File: src/rtl/dd_ack_gen.sv
// Receiver-side ACK generator: tracks received packets in a sliding bitmap,
// advances the cumulative ACK over contiguous seqs and emits one ACK per packet.
module dd_ack_gen #(
    parameter int SEQ_W     = 32,
    parameter int WIN_SIZE  = 128,
    parameter int WIN_IND_W = 7,
    parameter int TX_CNT_W  = 2,
    parameter int CNT_W     = 16
) (
    input  logic                clk,
    input  logic                rst_n,
    input  logic                data_val_in,
    output logic                data_rdy_out,
    input  logic [SEQ_W-1:0]    data_seq_in,
    input  logic [TX_CNT_W-1:0] data_tx_id_in,
    output logic                ack_val_out,
    input  logic                ack_rdy_in,
    output logic [SEQ_W-1:0]    ack_cum_out,
    output logic [SEQ_W-1:0]    ack_sack_out,
    output logic [TX_CNT_W-1:0] ack_tx_id_out,
    output logic [CNT_W-1:0]    dup_cnt_out,
    output logic [CNT_W-1:0]    drop_cnt_out
);

    typedef enum logic [1:0] {IDLE, UPDATE, ADVANCE, SEND} state_t;

    state_t                state, state_nxt;
    logic                  armed;
    logic [WIN_SIZE-1:0]   bitmap;
    logic [SEQ_W-1:0]      wnd_start;
    logic [WIN_IND_W-1:0]  wnd_start_ind;
    logic [SEQ_W-1:0]      seq_q;
    logic [TX_CNT_W-1:0]   tx_id_q;
    logic [CNT_W-1:0]      dup_cnt, drop_cnt;
    logic [SEQ_W-1:0]      off;
    logic [WIN_IND_W-1:0]  idx;
    logic                  accept, is_drop, is_dup;

    function automatic logic [CNT_W-1:0] sat_inc(input logic [CNT_W-1:0] v);
        return (&v) ? v : v + CNT_W'(1);
    endfunction

    assign accept  = data_val_in && data_rdy_out;
    assign off     = seq_q - wnd_start;
    assign idx     = wnd_start_ind + off[WIN_IND_W-1:0];
    assign is_drop = (seq_q >= wnd_start) && (off >= SEQ_W'(WIN_SIZE));
    // Bitmap lookup only means anything for in-window offsets; far seqs alias.
    assign is_dup  = (seq_q < wnd_start) || (!is_drop && bitmap[idx]);

    always_ff @(posedge clk or negedge rst_n) begin
        if (!rst_n) state <= IDLE;
        else        state <= state_nxt;
    end

    always_comb begin
        state_nxt = state;
        case (state)
            IDLE:    if (accept) state_nxt = UPDATE;
            UPDATE:  state_nxt = (is_dup || is_drop) ? SEND : ADVANCE;
            ADVANCE: if (!bitmap[wnd_start_ind]) state_nxt = SEND;
            SEND:    if (ack_rdy_in) state_nxt = IDLE;
            default: state_nxt = IDLE;
        endcase
    end

    always_comb begin
        data_rdy_out  = armed && (state == IDLE);
        ack_val_out   = (state == SEND);
        ack_cum_out   = '0;
        ack_sack_out  = '0;
        ack_tx_id_out = '0;
        if (state == SEND) begin
            ack_cum_out   = wnd_start;
            ack_sack_out  = seq_q;
            ack_tx_id_out = tx_id_q;
        end
    end

    assign dup_cnt_out  = dup_cnt;
    assign drop_cnt_out = drop_cnt;

    // armed holds data_rdy_out low for the first cycle after reset release
    always_ff @(posedge clk or negedge rst_n) begin
        if (!rst_n) begin
            armed         <= 1'b0;
            bitmap        <= '0;
            wnd_start     <= '0;
            wnd_start_ind <= '0;
            dup_cnt       <= '0;
            drop_cnt      <= '0;
        end else begin
            armed <= 1'b1;
            if (state == UPDATE) begin
                if (is_dup)       dup_cnt     <= sat_inc(dup_cnt);
                else if (is_drop) drop_cnt    <= sat_inc(drop_cnt);
                else              bitmap[idx] <= 1'b1;
            end
            if (state == ADVANCE && bitmap[wnd_start_ind]) begin
                bitmap[wnd_start_ind] <= 1'b0;
                wnd_start             <= wnd_start + SEQ_W'(1);
                wnd_start_ind         <= wnd_start_ind + WIN_IND_W'(1);
            end
        end
    end

    always_ff @(posedge clk) begin
        if (accept) begin
            seq_q   <= data_seq_in;
            tx_id_q <= data_tx_id_in;
        end
    end

endmodule
File: config.mk
export PLATFORM = sky130hd
export DESIGN_NAME = dd_ack_gen
export DESIGN_NICKNAME = d
export VERILOG_FILES = /design/src/rtl/dd_ack_gen.sv
export SDC_FILE = /design/constraint.sdc
export NUM_CORES = 1
export LEC_CHECK = 0
export CAP_MARGIN = 15
export CORE_ASPECT_RATIO = 1.2
export CORE_MARGIN = 2
export CORE_UTILIZATION = 25
export CTS_CLUSTER_SIZE = 12
export DETAILED_ROUTE_END_ITERATION = 16
export PLACE_DENSITY = 0.38
export SLEW_MARGIN = 10
export SYNTH_ARGS = -nofsm -noshare
export SYNTH_HDL_FRONTEND = slang
export SYNTH_SLANG_ARGS = --single-unit
File: constraint.sdc
create_clock -name clk -period 9.2 [get_ports clk]
set_input_delay 2.76 -clock clk [delete_from_list [all_inputs] [get_ports clk]]
set_output_delay 2.76 -clock clk [all_outputs]
set_load 0.03 [all_outputs]
==> results.txt, run 1 <==
Num Clock Sinks - 236
vias in the first global route - 13.0k
switching share of power - 32.9%
total negative slack - 0 ps
number of placement rows - 98
antenna violations before repair - 0
portion of synthesized cell area occupied by the leading cell type - 33.6%
status - finished clean
Most Frequent Cell on Critical Path - sky130_fd_sc_hd__buf_4
Filler Cells Inserted - 6271
remaining max-slew budget at the tightest pin - 22.5%
depth of the CTS H-tree - 1
post-DR vias/cell - 5.18
Root Buffer Master - sky130_fd_sc_hd__clkbuf_16
library cells used by synthesis - 90
worst-path maximum fanout - 47
number of post-CTS setup repair buffers - 0
storage element area - 6080 um^2
DRT iter0 DRCs - 758
initial core utilization - 25.2%
number of gates given a new drive strength after cts - 0
portion of the clock cycle consumed by the worst path in the final layout - 67.8%
area of the die - 62100 um^2
origin of the worst setup path - wnd_start[0]
yosys synthesis warning count - 0
type of the most critical hold path - register to register
area fraction in and, or, nand and nor cells after synthesis - 16.5%
crit path max-delay cell type - sky130_fd_sc_hd__nor4_4
number of pins with negative max-slew slack in the final report - 0
global placement routability congestion - 0.838
CP Launch Type - register
clock insertion delay at the later pin of the skew report - 610 ps
wire length of the first global-routing pass - 84.6 mm
Post-synth ARST share - 85.6%
max cap viols - 0
sequential share of the synthesized area - 40.4%
P per Cell Area - 176 nW/um^2
quantity of hold-fixing buffers added after cts - 0
Post-route DRC - 0
share of cells above drive strength 1 - 11.2%
Internal Dissipation - 2.14 mW
beginning of the worst hold path - drop_cnt_out[7]
synthesized instance count - 1527
portion of total power attributed to the clock network - 39.5%
start-to-end type of the worst setup path - register to register
number of iterations in the first detailed-routing pass - 5
required time of the critical path - 9710 ps
total nets after synthesis - 1614
top flip-flop cell by instance count after synthesis - sky130_fd_sc_hd__dfrtp_1
WL/cell - 22.2 um
worst-margin pin slew - 1150 ps
synthesized-area fraction occupied by ao, oa, aoi and oai cells - 19.2%
Std-Cell Core Area - 59600 um^2
area growth from synthesis to layout - 20.8%
fraction of the mapped netlist area in adder cells - 4.18%
global routing usage summed across all routing layers - 17.4%
final design instance area without fill - 18200 um^2
worst vdd rail ir drop - 0.000146 V
Via Count - 12.7k
RSZ-0062 raised after global routing - no
post-synth top area cell - sky130_fd_sc_hd__dfrtp_1
number of inserted diodes - 0
# port buffers - 137
number of synthesized register bits - 236
proportion of power drawn by combinational gates - 24.6%
Worst Skew - 35.9 ps
multiplexer share of the synthesized area - 9.25%
Max Fclk - 160 MHz
TritonCTS clock tree - done
leakage power - 7.23 nW
Post-Syn Area - 15000 um^2
arrival time at the worst endpoint - 6750 ps
Antenna Nets Post-Route - 0
power share of the sequential group - 35.9%
number of buffers created by CTS - 31
Nets - 1723
I/O pin count - 138
xor/xnor cell area share of the yosys netlist - 4.94%
cell types occupying the most area after synthesis - sky130_fd_sc_hd__dfrtp_1 (34%), sky130_fd_sc_hd__mux4_2 (7.5%), sky130_fd_sc_hd__edfxtp_1 (6.8%)
Critical Path Sink Type - register
synthesized area per cell - 9.85 um^2
final core utilization - 30.5%
count of flip-flops with a built-in enable after synthesis - 34
critical path's largest stage delay - 810 ps
largest net degree at the start of global routing - 77
area after detailed placement - 17100 um^2
main combinational cell family by area after synthesis - compound AO/OA/AOI/OAI gates
Hold Violations, Final - 0
sum of routed wire length over all layers - 54.6 mm
total gr overflow - 0
area used by multi-input combinational logic - 8180 um^2
Die Span X - 228 um
Reg-to-Reg Start - wnd_start[0]
fin crit period - 6240 ps
CP Cell Sequence - ha_1 -> fa_1 -> fa_1 -> buf_4 -> nor2b_2 -> buf_4 -> nand3_1 -> nand4_1 -> o22ai_1 -> o41ai_1 -> mux2i_1 -> nor4_4 -> buf_6 -> buf_4 -> a31oi_1 -> a21oi_1
total setup violations reported at the end of the flow - 0
overall die height - 273 um
reported net switching power - 1.05 mW
number of buffers on the longest clock path - 3
clock-pin slew on the worst setup and hold paths - 60 ps
HPWL after detailed placement - 38.1 mm
## cell usage after synthesis, drive strengths merged, types with 4 or more instances
library cell	count
a211oi	13
a21o	9
a21oi	182
a31oi	134
and2	82
and3	17
buf	57
clkbuf	36
dfrtp	202
edfxtp	34
ha	47
inv	60
mux2	4
mux2i	22
mux4	50
nand2	104
nand2b	16
nand3	42
nand3b	8
nand4	16
nor2	82
nor2b	17
nor3	36
nor3b	9
nor4	11
o211ai	13
o21a	15
o21ai	32
o221ai	9
o22ai	5
or2	8
or3	9
xnor2	49
xor2	35
## logic make-up after synthesis
family | count (synthesis)
flip-flops | 236
buffers and inverters | 155
other | 1
XOR/XNOR | 84
adder cells (fa/ha/maj) | 49
AND/OR/NAND/NOR | 467
AO/OA/AOI/OAI | 459
multiplexers | 76
## placed cells by master, fill, tap and decap left out, types with 16 or more instances in the layout
| cell type | count |
|---|---|
| sky130_fd_sc_hd__xor2_1 | 34 |
| sky130_fd_sc_hd__and2_1 | 81 |
| sky130_fd_sc_hd__nor3_1 | 35 |
| sky130_fd_sc_hd__buf_4 | 33 |
| sky130_fd_sc_hd__dfrtp_1 | 200 |
| sky130_fd_sc_hd__nor2_1 | 81 |
| sky130_fd_sc_hd__a31oi_1 | 134 |
| sky130_fd_sc_hd__ha_1 | 45 |
| sky130_fd_sc_hd__edfxtp_1 | 34 |
| sky130_fd_sc_hd__o21ai_0 | 30 |
| sky130_fd_sc_hd__and3_1 | 16 |
| sky130_fd_sc_hd__nand2_1 | 104 |
| sky130_fd_sc_hd__clkdlybuf4s50_1 | 136 |
| sky130_fd_sc_hd__nand3_1 | 42 |
| sky130_fd_sc_hd__xnor2_1 | 48 |
| sky130_fd_sc_hd__a21oi_1 | 177 |
| sky130_fd_sc_hd__mux2i_1 | 22 |
| sky130_fd_sc_hd__mux4_2 | 50 |
| sky130_fd_sc_hd__inv_1 | 59 |
| sky130_fd_sc_hd__clkbuf_16 | 33 |
## worst paths after layout
path                              endpoint  slack (ps)  depth (start not counted)
hold reg to reg            drop_cnt_out[7]         490                          1
max in group asynchronous       bitmap[53]        5740                          2
setup reg to reg               bitmap[121]        2960                         16
hold / removal             drop_cnt_out[7]         490                          1
min in group asynchronous    wnd_start[17]        2150                          1
setup / recovery               bitmap[121]        2960                         16
## registers in the layout, summed over array words and instances (netlist names)
name and count:
tx_id_q 2, dup_cnt_out 16, wnd_start_ind 7, seq_q 32, state 2, armed 1
bitmap 128, wnd_start 32, drop_cnt_out 16
## critical path: cells and delay by family (launching register included)
family	cells	cell delay, ps
AND/OR/NAND/NOR	4	1720
buffers and inverters	4	1330
flip-flops	1	440
AO/OA/AOI/OAI	4	970
multiplexers	1	360
adder cells (fa/ha/maj)	3	1270
## layer usage
layer	share of wire [%]	global-route usage (%)	routed length, um	up-vias
li1	-	-	-	5878
met1	42	21.9	23000	6431
met2	50	30.6	27500	334
met3	4.2	2.48	2310	84
met4	3.2	6.02	1720	0
met5	0	0	0	-
## area by class of cell
class / instances / area share, %
Clock buffer: 44 / 5.10
Tap cell: 800 / 5.51
Inverter: 60 / 1.24
Sequential cell: 236 / 33.5
Clock inverter: 11 / 0.682
Timing Repair Buffer: 171 / 8.99
Multi-Input combinational cell: 1136 / 45.0
## power groups by stage
stage | clock [mW] | combinational [mW] | sequential [mW]
after detailed placement | 0 | 0.794 | 1.17
final | 1.26 | 0.785 | 1.15
after global placement | 0 | 0.794 | 1.17
after floorplan | 0 | 0.452 | 1.19
after global routing | 1.34 | 0.849 | 1.15
after CTS | 1.30 | 0.797 | 1.15
## metrics by stage
stage	cells	hold WS, ps	total power, mW	setup WS, ps
floorplan	1527	458	1.65	4820
global placement	2402	483	1.96	2820
detailed placement	2403	476	1.96	3050
CTS	2458	492	3.24	2980
global route	2458	508	3.34	2700
finish	2458	487	3.19	2960
(Power assumes the default switching activity.)
==> run 2: changes to the inputs <==
- PLACE_DENSITY: 0.38 -> 0.4
- clock period: 9.2 -> 5.4 ns (I/O delays scaled with it)
==> results.txt, run 2 (same netlist as run 1, synthesis figures left out) <==
Max Fclk - 196 MHz (+22%)
arrival time at the worst endpoint - 5590 ps (-1160 ps)
status - finished clean
critical path's largest stage delay - 490 ps (-320 ps)
area after detailed placement - 17300 um^2 (+1.1%)
antenna violations before repair - 1 (+1)
wire length of the first global-routing pass - 84.6 mm (about the same)
Worst Skew - 26.8 ps (-9.02 ps)
area used by multi-input combinational logic - 8180 um^2 (about the same)
global placement routability congestion - 0.830 (-0.88%)
number of gates given a new drive strength after cts - 0 (unchanged)
fin crit period - 5100 ps (-1140 ps)
most common library cell in the layout ignoring fill and taps - sky130_fd_sc_hd__dfrtp_1
worst-margin pin slew - 1090 ps (-59.3 ps)
worst-path maximum fanout - 64 (+36%)
initial core utilization - 25.2% (unchanged)
Num Clock Sinks - 236 (unchanged)
required time of the critical path - 5890 ps (-3820 ps)
Post-route DRC - 0 (unchanged)
Antenna Nets Post-Route - 0 (unchanged)
final core utilization - 30.6% (+0.14 points)
type of the most critical hold path - register to register
crit path max-delay cell type - sky130_fd_sc_hd__xnor2_4
HPWL after detailed placement - 38.8 mm (+1.8%)
Std-Cell Core Area - 59600 um^2 (unchanged)
largest net degree at the start of global routing - 87 (+13%)
clock-pin slew on the worst setup and hold paths - 60 ps (about the same)
leakage power - 7.27 nW (+0.62%)
share of cells above drive strength 1 - 11.9% (+0.79 points)
CP Cell Sequence - ha_1 -> fa_1 -> xnor2_1 -> ha_1 -> xnor2_4 -> buf_12 -> mux4_2 -> nor2b_1 -> o32ai_1 -> o22ai_1 -> o41ai_1 -> mux2i_1 -> buf_4 -> nor4_4 -> buf_12 -> a31oi_1 -> a21oi_1
max cap viols - 0 (unchanged)
CP Launch Type - register
depth of the CTS H-tree - 1 (unchanged)
Hold Violations, Final - 0 (unchanged)
number of post-CTS setup repair buffers - 0 (unchanged)
DRT iter0 DRCs - 834 (+10%)
global routing usage summed across all routing layers - 17.4% (-0.069 points)
vias in the first global route - 13.2k (+1.2%)
area of the die - 62100 um^2 (unchanged)
quantity of hold-fixing buffers added after cts - 0 (unchanged)
PnR Total Power - 5.30 mW (+66%)
number of inserted diodes - 0 (unchanged)
Top Registers - bitmap: 128 flops, seq_q: 32 flops, wnd_start: 32 flops
start-to-end type of the worst setup path - register to register
post-placement cell count - 2420 (+0.71%)
clock insertion delay at the later pin of the skew report - 580 ps (-30 ps)
final design instance area without fill - 18300 um^2 (+0.47%)
total negative slack - 0 ps (unchanged)
portion of the clock cycle consumed by the worst path in the final layout - 94.5% (+27 points)
number of buffers on the longest clock path - 3 (unchanged)
RSZ-0062 raised after global routing - no
Via Count - 12.7k (+0.031%)
WL/cell - 22.1 um (-0.22%)
register with the most flip-flops - bitmap
Critical Path Sink Type - register
number of buffers created by CTS - 29 (-6.5%)
Filler Cells Inserted - 6266 (-0.080%)
number of pins with negative max-slew slack in the final report - 0 (unchanged)
post-DR vias/cell - 5.15 (-0.62%)
overall die height - 273 um (unchanged)
Die Span X - 228 um (unchanged)
hold depth - 1 (unchanged)
total setup violations reported at the end of the flow - 0 (unchanged)
most frequent cells in the layout - sky130_fd_sc_hd__dfrtp_1 (200), sky130_fd_sc_hd__a21oi_1 (177), sky130_fd_sc_hd__clkdlybuf4s50_1 (136)
number of placement rows - 98 (unchanged)
Root Buffer Master - sky130_fd_sc_hd__clkbuf_16
Nets - 1738 (+0.87%)
remaining max-slew budget at the tightest pin - 26.5% (+4.0 points)
area growth from synthesis to layout - 21.4%
worst vdd rail ir drop - 0.000196 V (+34%)
number of flip-flops under the largest register name - 128 (unchanged)
number of iterations in the first detailed-routing pass - 5 (unchanged)
total gr overflow - 0 (unchanged)
FF-to-FF path depth - 17 (+1)
sum of routed wire length over all layers - 54.8 mm (+0.43%)
I/O pin count - 138 (unchanged)
P per Cell Area - 290 nW/um^2 (+65%)
TritonCTS clock tree - done
storage element area - 6080 um^2 (unchanged)
# port buffers - 137 (unchanged)
Final Non-Filler Cells - 2474 (+0.65%)
-- run 2: cell types whose count changed in the layout (fill, tap and decap cells not counted), moves of 2 or more --
| cell | change |
|---|---|
| sky130_fd_sc_hd__clkinv_2 | +2 |
| sky130_fd_sc_hd__clkinv_4 | +4 |
| sky130_fd_sc_hd__clkbuf_8 | -2 |
| sky130_fd_sc_hd__buf_4 | +13 |
| sky130_fd_sc_hd__clkinv_1 | +3 |
| sky130_fd_sc_hd__clkbuf_1 | -2 |
| sky130_fd_sc_hd__clkbuf_16 | -4 |
| sky130_fd_sc_hd__buf_12 | +5 |
-- run 2: critical path: cells and delay by family (launching register included) --
kind                     cells  cell delay (ps)
multiplexers                 2              460
flip-flops                   1              450
AND/OR/NAND/NOR              2              440
adder cells (fa/ha/maj)      3             1060
XOR/XNOR                     2              710
buffers and inverters        3              820
AO/OA/AOI/OAI                5             1000
-- run 2: per-stage QoR --
stage / setup slack [ps] / hold WS, ps
final: 295 / 488
after global routing: 81.7 / 505
after CTS: 308 / 484
after detailed placement: 375 / 472
after global placement: 392 / 482
after floorplan: 1020 / 458
-- run 2: metal layers --
metal	GRT usage, %	routed length, um	part of all wire, %	vias to the layer above
li1	-	-	-	5912
met1	21.1	22400	41	6397
met2	31.7	28400	52	325
met3	2.23	2250	4.1	95
met4	5.68	1740	3.2	2
met5	0	14	0.026	-
-- run 2: power breakdown --
| part | internal, mW | total (mW) | switching (mW) |
|---|---|---|---|
| Sequential | 1.88 | 1.95 | 0.0715 |
| Clock | 1.14 | 1.99 | 0.851 |
| Combinational | 0.510 | 1.36 | 0.848 |
-- run 2: layout make-up --
type                       count  area share (%)
clock buffer                  36            4.34
clock inverter                18           0.871
multi-input combinational   1136            44.8
timing repair buffer         188            9.97
sequential                   236            33.3
tap                          800            5.48
inverter                      60            1.23
-- run 2: worst paths after layout --
check | start | to | slack, ps
hold / removal | dup_cnt_out[11] | dup_cnt_out[11] | 490
hold reg to reg | dup_cnt_out[11] | dup_cnt_out[11] | 490
min in group asynchronous | rst_n | wnd_start[13] | 1070
setup reg to reg | wnd_start[0] | bitmap[125] | 300
max in group asynchronous | rst_n | bitmap[111] | 3250
setup / recovery | wnd_start[0] | bitmap[125] | 300
